[src/rtl/stupidrv_mmio_out.sv]
// Memory-mapped output port: stores to the DATA register queue words into a FIFO that
// drains over a valid/ready stream; STATUS exposes overflow/full/empty/count.
module stupidrv_mmio_out #(
  parameter int unsigned DEPTH     = 8,
  parameter logic [31:0] BASE_ADDR = 32'h0200_0000
) (
  input  logic        clock,
  input  logic        reset,
  input  logic        dmem_valid,
  input  logic [31:0] dmem_addr,
  input  logic [3:0]  dmem_wstrb,
  input  logic [31:0] dmem_wdata,
  output logic        dmem_sel,
  output logic [31:0] dmem_rdata,
  output logic        out_valid,
  output logic [31:0] out_data,
  input  logic        out_ready,
  output logic        overflow
);

  localparam int unsigned PtrW = $clog2(DEPTH);
  localparam int unsigned CntW = PtrW + 1;

  logic [PtrW-1:0] wr_ptr_q, wr_ptr_d;
  logic [PtrW-1:0] rd_ptr_q, rd_ptr_d;
  logic [CntW-1:0] cnt_q, cnt_d;
  logic            overflow_q, overflow_d;
  logic [31:0]     rdata_q, rdata_d;
  logic [31:0]     mem_q [DEPTH];

  logic        is_write;
  logic        push_req;
  logic        stat_wr;
  logic        stat_rd;
  logic        full;
  logic        empty;
  logic        pop;
  logic        push_ok;
  logic        drop;
  logic [31:0] wr_word;
  logic [31:0] status;

  // Byte offset within a register is irrelevant: registers are whole words.
  logic [1:0] unused_addr;
  assign unused_addr = dmem_addr[1:0];

  always_comb begin
    dmem_sel = dmem_valid && (dmem_addr[31:3] == BASE_ADDR[31:3]);
    is_write = |dmem_wstrb;
    push_req = dmem_sel && !dmem_addr[2] && is_write;
    stat_wr  = dmem_sel && dmem_addr[2] && is_write;
    stat_rd  = dmem_sel && dmem_addr[2] && !is_write;

    full  = (cnt_q == CntW'(DEPTH));
    empty = (cnt_q == '0);
    pop   = !empty && out_ready;
    // A push into a full FIFO still fits if the head leaves in the same cycle.
    push_ok = push_req && (!full || pop);
    drop    = push_req && full && !pop;

    for (int i = 0; i < 4; i++) begin
      wr_word[8*i +: 8] = dmem_wstrb[i] ? dmem_wdata[8*i +: 8] : 8'h00;
    end

    status = {overflow_q, full, empty, 13'b0, 16'(cnt_q)};
  end

  always_comb begin
    wr_ptr_d = wr_ptr_q + PtrW'(push_ok);
    rd_ptr_d = rd_ptr_q + PtrW'(pop);
    cnt_d    = cnt_q + CntW'(push_ok) - CntW'(pop);

    overflow_d = overflow_q;
    if (stat_wr) overflow_d = 1'b0;
    if (drop)    overflow_d = 1'b1;

    rdata_d = stat_rd ? status : 32'h0;
  end

  always_ff @(posedge clock or negedge reset) begin
    if (!reset) begin
      wr_ptr_q   <= '0;
      rd_ptr_q   <= '0;
      cnt_q      <= '0;
      overflow_q <= 1'b0;
      rdata_q    <= 32'h0;
    end else begin
      wr_ptr_q   <= wr_ptr_d;
      rd_ptr_q   <= rd_ptr_d;
      cnt_q      <= cnt_d;
      overflow_q <= overflow_d;
      rdata_q    <= rdata_d;
    end
  end

  // Storage is deliberately unreset; out_data is meaningless while empty.
  always_ff @(posedge clock) begin
    if (push_ok) mem_q[wr_ptr_q] <= wr_word;
  end

  assign out_valid  = !empty;
  assign out_data   = mem_q[rd_ptr_q];
  assign overflow   = overflow_q;
  assign dmem_rdata = rdata_q;

endmodule

[config.mk]
export PLATFORM = sky130hd
export DESIGN_NAME = stupidrv_mmio_out
export DESIGN_NICKNAME = d
export VERILOG_FILES = /design/src/rtl/stupidrv_mmio_out.sv
export SDC_FILE = /design/constraint.sdc
export NUM_CORES = 1
export LEC_CHECK = 0
export ABC_AREA = 1
export CAP_MARGIN = 20
export CORE_ASPECT_RATIO = 1.1
export CORE_MARGIN = 3
export CORE_UTILIZATION = 45
export DETAILED_ROUTE_END_ITERATION = 7
export HOLD_SLACK_MARGIN = 0.06
export PLACE_DENSITY = 0.65
export SLEW_MARGIN = 20
export SYNTH_ARGS = -nofsm -noshare
export SYNTH_HDL_FRONTEND = slang
export SYNTH_SLANG_ARGS = --single-unit
[constraint.sdc]
create_clock -name clock -period 3.63 [get_ports clock]
set_input_delay 0.726 -clock clock [delete_from_list [all_inputs] [get_ports clock]]
set_output_delay 0.726 -clock clock [all_outputs]
set_load 0.03 [all_outputs]
=== After elaboration in Yosys (flattened, before gate mapping) ===
Memory sizes are Yosys's and may differ from the RTL's.
Cells that the tools add are included.
W data, S select, Z words.

* Multiplexer cells: 9
* Add/sub/neg operators: 4
* Reduce and logical (&&, ||, !) cells: 19
* Equality and inequality tests: 2

{| class="wikitable"
|+ Operators by type and width
! operator !! number
|-
| $mux W32 || 1
|-
| $mux W8 || 4
|-
| $eq A29 B23 Y1 const B || 1
|-
| $logic_and A1 B1 Y1 || 10
|-
| $add A3 B1 Y3 || 2
|-
| $logic_not A1 Y1 || 5
|-
| $add A4 B1 Y4 || 1
|-
| $eq A4 B4 Y1 const B || 1
|-
| $logic_not A4 Y1 || 1
|-
| $mux W1 || 4
|-
| $reduce_or A4 Y1 || 1
|-
| $sub A4 B1 Y4 || 1
|-
| $reduce_bool A2 Y1 || 1
|-
| $logic_or A1 B1 Y1 || 1
|}

* Input port bits: 72
* Memories kept: 1
* Flip-flop bits (word level): 43
* Bits in writable memories: 256

{| class="wikitable"
|+ Memory list
! memory !! depth !! bits a word !! read ports !! clocked after memory_dff !! write ports !! RTL line !! source
|-
| mem_q || 8 || 32 || 1 || 0 || 1 || 29 || <nowiki>logic [31:0] mem_q [DEPTH];</nowiki>
|}

=== Logic depth before layout (Yosys ltp) ===
Gate-level depths: netlist of the first run.

* Depth in word-level cells: 7
* Depth in mapped cells: 13
* Gate-level depth less buffers: 13

=== Worst setup path before layout of the first run ===
Ideal clock, no wire load.

* Path type: input to register
* Start: input port dmem_addr[4]
* End: memory mem_q[0][0], enable pin
* Path buffers: 0
* Stages: 6
* Arrival: 2.991 ns
* Slack: 0.218 ns
* Setup time: 0.421 ns
* Cells stage by stage: or2_1 nor2_1 nand2_1 nor2_4 nand4_2 nor2_1

* Longest elaborated chain between the ends: 7

{| class="wikitable"
|+ RTL lines
! element !! RTL line !! source
|-
| start, declared || 10 || <nowiki>input logic [31:0] dmem_addr,</nowiki>
|-
| $eq A29 B23 Y1 || 48 || <nowiki>dmem_sel = dmem_valid && (dmem_addr[31:3] == BASE_ADDR[31:3]);</nowiki>
|-
| $logic_and A1 B1 Y1 || 48 ||
|-
| named net dmem_sel || 13 || <nowiki>output logic dmem_sel,</nowiki>
|-
| $logic_and A1 B1 Y1 (2 in a row) || 50 || <nowiki>push_req = dmem_sel && !dmem_addr[2] && is_write;</nowiki>
|-
| $logic_and A1 B1 Y1 || 58 || <nowiki>push_ok = push_req && (!full || pop);</nowiki>
|-
| $mux W1 || 98 || <nowiki>if (push_ok) mem_q[wr_ptr_q] <= wr_word;</nowiki>
|-
| $mux W1 (not written as such) || 98 ||
|-
| end, declared || 29 ||
|}

The timed path passes the listed nets, and every way through them passes these cells.

=== Worst setup path in the final report of the first run ===
* Start: register rd_ptr_q[0]
* End: output port out_data[14]

* Longest elaborated chain between the ends: 1

{| class="wikitable"
|+ RTL lines
! element !! RTL line !! source
|-
| start, declared || 25 || <nowiki>logic [PtrW-1:0] rd_ptr_q, rd_ptr_d;</nowiki>
|-
| start signal, assigned || 89 || <nowiki>rd_ptr_q <= rd_ptr_d;</nowiki>
|-
| $mem_v2 Z8 W32 || - ||
|-
| end, declared || 16 || <nowiki>output logic [31:0] out_data,</nowiki>
|}

No other way between the ends.

==> results of run 1 <==
## per-stage QoR
step           total power [mW]  setup slack [ps]  area [sq um]   util  instances
3_3_place_gp               7.29               409         12800  0.522       1359
5_1_grt                    10.3              26.0         13700  0.554       1406
4_1_cts                    9.84              10.5         13600  0.554       1406
2_1_floorplan              6.07               218         11400      -        986
6_report                   9.76              81.7         13700  0.554       1406
3_5_place_dp               7.34               403         12800  0.522       1359
## worst min path at each step
stage	from	endpoint	slack (ps)	cells after the start
2_1_floorplan	reset	cnt_q[0]$_DFF_PN0_	430	0
3_3_place_gp	cnt_q[0]$_DFF_PN0_	cnt_q[0]$_DFF_PN0_	490	1
3_5_place_dp	overflow$_DFFE_PN0P_	overflow$_DFFE_PN0P_	490	2
4_1_cts	overflow$_DFFE_PN0P_	overflow$_DFFE_PN0P_	510	2
5_1_grt	overflow$_DFFE_PN0P_	overflow$_DFFE_PN0P_	530	2
6_report	cnt_q[0]$_DFF_PN0_	cnt_q[0]$_DFF_PN0_	510	1
## worst reg2reg max path: cells and delay by family (launching register included)
| family | cells | cell delay [ps] |
|---|---|---|
| DFF | 1 | 320 |
| xor gates and xnor gates | 1 | 170 |
| adders and majority gates | 4 | 1110 |
| buffers and inverters | 2 | 120 |
| and+or+nand+nor | 4 | 560 |
## synth_stat cells (2+ instances only)
master    instances
edfxtp_1        256
nor2_1          195
nand2_1         146
o21ai_0         117
inv_1            47
a21oi_1          34
buf_4            34
a31oi_1          32
buf_2            20
clkbuf_1         19
dfrtp_1          18
o21ai_1          11
ha_1             10
nand3_1           5
xor2_1            3
inv_2             2
nand4_2           2
## flip-flops by register name, indices dropped and copies added (netlist names)
| register | cells |
|---|---|
| dmem_rdata | 7 |
| rd_ptr_q | 3 |
| overflow | 1 |
| cnt_q | 4 |
| wr_ptr_q | 3 |
| mem_q | 256 |
## layout make-up
class                      instances  area [sq um]
inverter                          49           186
tap                              310           388
clock buffer                      32           694
timing repair buffer             139          1410
fill                            2014         11000
sequential                       274          8140
clock inverter                    15          97.6
multi-input combinational        587          2730
## repair_timing
item | CTS | global route
buffers inserted | 0 | 0
setup endpoints to repair | 3 | 15
gates resized for setup | 2 | 5
endpoints found under the hold margin | 0 | 0
pin swaps | 0 | 0
gates cloned | 0 | 0
## cell families (layout without fill, tap and decap cells)
logic type      Yosys count  in the layout
simple gates            353            353
flops                   274            274
compound gates          194            194
buf+inv                 125            235
fa+ha+maj                11             11
xor+xnor                  4              4
other cells               1             25
## power groups by stage
stage	Combinational (mW)	Clock (mW)	Sequential [mW]
finish	3.59	2.51	3.66
global route	3.96	2.71	3.67
CTS	3.63	2.55	3.66
detailed placement	3.61	0	3.72
global placement	3.56	0	3.72
floorplan	2.49	0	3.59
## metal layers
layer	vias up	track usage	part of all wire
li1	3509	-	-
met1	3404	0.225	0.42
met2	230	0.305	0.50
met3	26	0.0348	0.070
met4	0	0.0340	0.014
met5	-	0	0
==> impl_metrics.yaml, run 1 <==
yosys:
  yosys.area.top_type_share: 0.678
  synthAdderAreaFrac: 0.0128
  synth-async-reset-ratio: 0.0657
  avgSynthCellArea_sq_um: 11.8
  yosys_register_bits: 274
  synthFlopType: "edfxtp_1"
  yosys-top-cells-area: "edfxtp_1 68%, nor2_1 6.5%, o21ai_0 5.2%"
  synthSimpleGateAreaFrac: 0.122
  synthCells: 962
  synth.distinct_cells: 28
  seq_area_frac_synth: 0.717
  yosysWarningCount: 0
  synthMuxAreaShare: 0
  synth-compound-area-share: 0.0891
  yosys.area.top_type: "edfxtp_1"
  synth-edff-count: 256
  synthXorXnorAreaFrac: 0.00309
  netlist_area_sq_um: 11300
  synth_top_family_by_area: "simple AND/OR/NAND/NOR gates"
grt:
  grt_pass1_wl_mm: 37.1
  grtUsageTotal: 0.174
  grt-ovfl-total: 0
  antenna_found_initial: 0
  grt_pass1_vias: 7012
  grt_max_degree: 55
clock_tree:
  root_buffer: "clkbuf_16"
  cts_hold_buf: 0
  clock_path_buffers: 3
  tritoncts: "yes"
  h-tree-depth: 1
  clock_sink_count: 274
  numCtsBuffers: 27
  clk_pin_slew_ps: 60
  clock_latency_ps: 520
outcome:
  status: "complete, no violations"
floorplan:
  die_w_um: 157
  start_util: 0.461
  boundaryPins: 139
  coreArea_sq_um: 24600
  rows: 60
  die_y_um: 173
  die-area_sq_um: 27200
timing:
  finalClockSkew_ps: 15.1
  grt_setup_unrepaired: "no"
  setup_viol: 0
  final-max-slew-violation-count: 0
  tns_ps: 0
  worst_pin_slew_ps: 865
  period_share: 0.977
  period_needed_ps: 3550
  max_slew_margin: 0.421
  fmax_mhz: 282
  holdWs_ps: 510
  hold_violations: 0
place:
  dpl.hpwl_mm: 13.8
  gp_congestion: 0.726
  io_buffers: 111
pwr:
  p_int_mw: 6.19
  leakage_nw: 4.84
  max-vdd-ir-drop_uv: 397
  powerDensity_nw_per_um2: 715
  p_clk_frac: 0.257
  power_frac_comb: 0.368
  p_seq_frac: 0.375
  netSwitchingFraction: 0.366
  power.switching_mw: 3.57
worst_setup_path:
  r2r-start: "cnt_q[2]$_DFF_PN0_"
  worstSetupStartpoint: "rd_ptr_q[0]$_DFF_PN0_"
  reg2reg_slack_ps: 1230
  cp-endpoint: "out_data[14]"
  critPathTopFamily: "buffers and inverters"
  worstSetupStartpointType: "flip-flop"
  path_depth: 6
  worstPathRequired_ps: 2900
  cp_cell_sequence: "inv_4, nor2_1, o21ai_0, a21oi_1, a31oi_1, clkdlybuf4s50_1"
  slowest_delay_ps: 740
  path_max_fanout: 42
  worstSetupEndpointType: "output pin"
  cp.arrival_ps: 2820
  worstSetupPathType: "flip-flop to output pin"
  worst_r2r_path_depth: 11
  r2r-end: "cnt_q[2]$_DFF_PN0_"
  cp_num_buf_inv: 2
  cp_slowest_cell: "clkdlybuf4s50_1"
job:
  max_cap_viol_count: 0
drt:
  drc: 0
  firstDrtPassIters: 5
  wire_per_inst_um: 17.0
  drtAntennaViolNets: 0
  num_vias: 7169
  finalWirelength_mm: 23.9
  viasPerCell: 5.10
  first_iter_violations: 404
final_layout:
  layout_common_cells: "256 x edfxtp_1, 187 x nor2_1, 146 x nand2_1"
  area_delta_synth_final_pct: 20.3
  antennaDiodeCount: 0
  mostFrequentLayoutCell: "edfxtp_1"
  nets: 1161
  drive_gt1_frac: 0.101
hold_path:
  hold_path.class: "flip-flop to flip-flop"
(Power assumes the default switching activity.)
==> run 2, diff against run 1 <==
- CORE_MARGIN: 3 -> unset
- MAX_ROUTING_LAYER: unset -> met4
==> impl_metrics.yaml, run 2 (same netlist as run 1, synthesis figures left out) <==
pwr:
  p_clk_frac: 0.246
  p_seq_frac: 0.359
  netSwitchingFraction: 0.367
  leakage_nw: 4.85
  p_total_mw: 9.91
  power.switching_mw: 3.64
  power_frac_comb: 0.395
  p_int_mw: 6.27
  max-vdd-ir-drop_uv: 470
  powerDensity_nw_per_um2: 722
grt:
  grt-ovfl-total: 0
  grtUsageTotal: 0.200
  grt_pass1_wl_mm: 39.0
  antenna_found_initial: 0
  grt_pass1_vias: 7473
  grt_max_degree: 130
clock_tree:
  numCtsBuffers: 27
  clock_path_buffers: 3
  root_buffer: "clkbuf_16"
  clk_pin_slew_ps: 60
  cts_hold_buf: 0
  clock_sink_count: 274
  clock_latency_ps: 520
  h-tree-depth: 1
  tritoncts: "yes"
worst_setup_path:
  worstPathRequired_ps: 2900
  worstSetupEndpointType: "output pin"
  path_max_fanout: 29
  cp_slowest_cell: "clkdlybuf4s50_1"
  worstSetupStartpointType: "flip-flop"
  worstSetupPathType: "flip-flop to output pin"
  slowest_delay_ps: 690
  cp.arrival_ps: 2710
  cp_cell_sequence: "inv_4, buf_4, nor2_1, o21ai_0, a21oi_1, a31oi_1, clkdlybuf4s50_1"
floorplan:
  die_y_um: 169
  rows: 60
  coreArea_sq_um: 24600
  die_w_um: 153
  boundaryPins: 139
  die-area_sq_um: 25900
  start_util: 0.461
drt:
  first_iter_violations: 625
  viasPerCell: 5.22
  finalWirelength_mm: 24.7
  drtAntennaViolNets: 0
  wire_per_inst_um: 17.5
  firstDrtPassIters: 5
  drc: 0
  num_vias: 7351
timing:
  fmax_mhz: 291
  hold_violations: 0
  finalClockSkew_ps: 17.3
  setup_viol: 0
  worst_pin_slew_ps: 887
  period_share: 0.946
  final-max-slew-violation-count: 0
  max_slew_margin: 0.407
  period_needed_ps: 3430
final_layout:
  top_register: "mem_q"
  fin_area_sq_um: 13700
  antennaDiodeCount: 0
  layout_common_cells: "256 x edfxtp_1, 187 x nor2_1, 146 x nand2_1"
  mostFrequentLayoutCell: "edfxtp_1"
  largest_reg_flops: 256
  drive_gt1_frac: 0.0919
  nets: 1165
  area_delta_synth_final_pct: 20.9
outcome:
  status: "complete, no violations"
job:
  max_cap_viol_count: 0
place:
  io_buffers: 111
  gp_congestion: 0.729
  dpl.hpwl_mm: 13.5
  dpl-instance-area_sq_um: 12900
hold_path:
  hold_path.class: "flip-flop to flip-flop"
run 2: cell count changes in the layout (fill, tap and decap cells not counted), sizes merged:
cell,delta
clkinv,-1
clkbuf,+2
inv,-1
clkdlybuf4s50,+7
clkinvlp,+1
buf,-4
bufinv,-1
run 2: worst max-delay path, delay by kind of cell (launching register included):
family	cells	cell delay [ps]
flip-flops	1	530
buffers and inverters	3	1200
AO/OA/AOI/OAI	3	400
AND/OR/NAND/NOR	1	60
run 2: layout make-up:
class / instances / area (sq um)
Clock buffer: 33 / 698
Tap cell: 310 / 388
Inverter: 49 / 186
Multi-Input combinational cell: 587 / 2730
Clock inverter: 13 / 56.3
Fill cell: 2036 / 10900
Timing Repair Buffer: 143 / 1520
Sequential cell: 274 / 8140
run 2: metrics by stage:
stage	setup slack, ps	utilization	setup TNS [ps]	std cells	hold WS [ps]
final	196	0.557	0	1409	514
after CTS	76.3	0.556	0	1408	516
after global routing	-4.06	0.557	-4.06	1409	543
after floorplan	218	-	0	986	430
after global placement	407	0.525	0	1362	491
after detailed placement	420	0.525	0	1362	497
run 2: path summary, 6_finish.rpt:
kind                                        from                       end  slack (ps)  cells past startpoint
max                        rd_ptr_q[0]$_DFF_PN0_              out_data[29]         200                      7
min                           cnt_q[0]$_DFF_PN0_        cnt_q[0]$_DFF_PN0_         510                      1
max reg2reg                   cnt_q[2]$_DFF_PN0_        cnt_q[2]$_DFF_PN0_        1240                     11
min reg2reg                   cnt_q[0]$_DFF_PN0_        cnt_q[0]$_DFF_PN0_         510                      1
max in group asynchronous                  reset     rd_ptr_q[0]$_DFF_PN0_        2270                      1
min in group asynchronous                  reset  dmem_rdata[31]$_DFF_PN0_         710                      1
run 2: repair_timing:
action,4_1_cts,5_1_grt
endpoints found under the hold margin,0,0
resized for setup,0,2
endpoints found under the setup margin,0,4
setup buffers,0,0
run 2: metal layers:
metal  vias up  share of wire  wire length (um)  global-route usage
met5         -              0                 0                   -
met4         0          0.014               349              0.0487
met3        34          0.065              1610              0.0364
met2       251           0.50             12200               0.340
met1      3553           0.43             10500               0.249
li1       3513              -                 -                   -
run 2: power groups by stage:
| stage | clock (mW) | combinational, mW | sequential [mW] |
|---|---|---|---|
| 2_1_floorplan | 0 | 2.49 | 3.59 |
| 5_1_grt | 2.61 | 4.28 | 3.56 |
| 3_3_place_gp | 0 | 3.84 | 3.61 |
| 3_5_place_dp | 0 | 3.89 | 3.62 |
| 4_1_cts | 2.48 | 3.90 | 3.55 |
| 6_report | 2.44 | 3.91 | 3.56 |
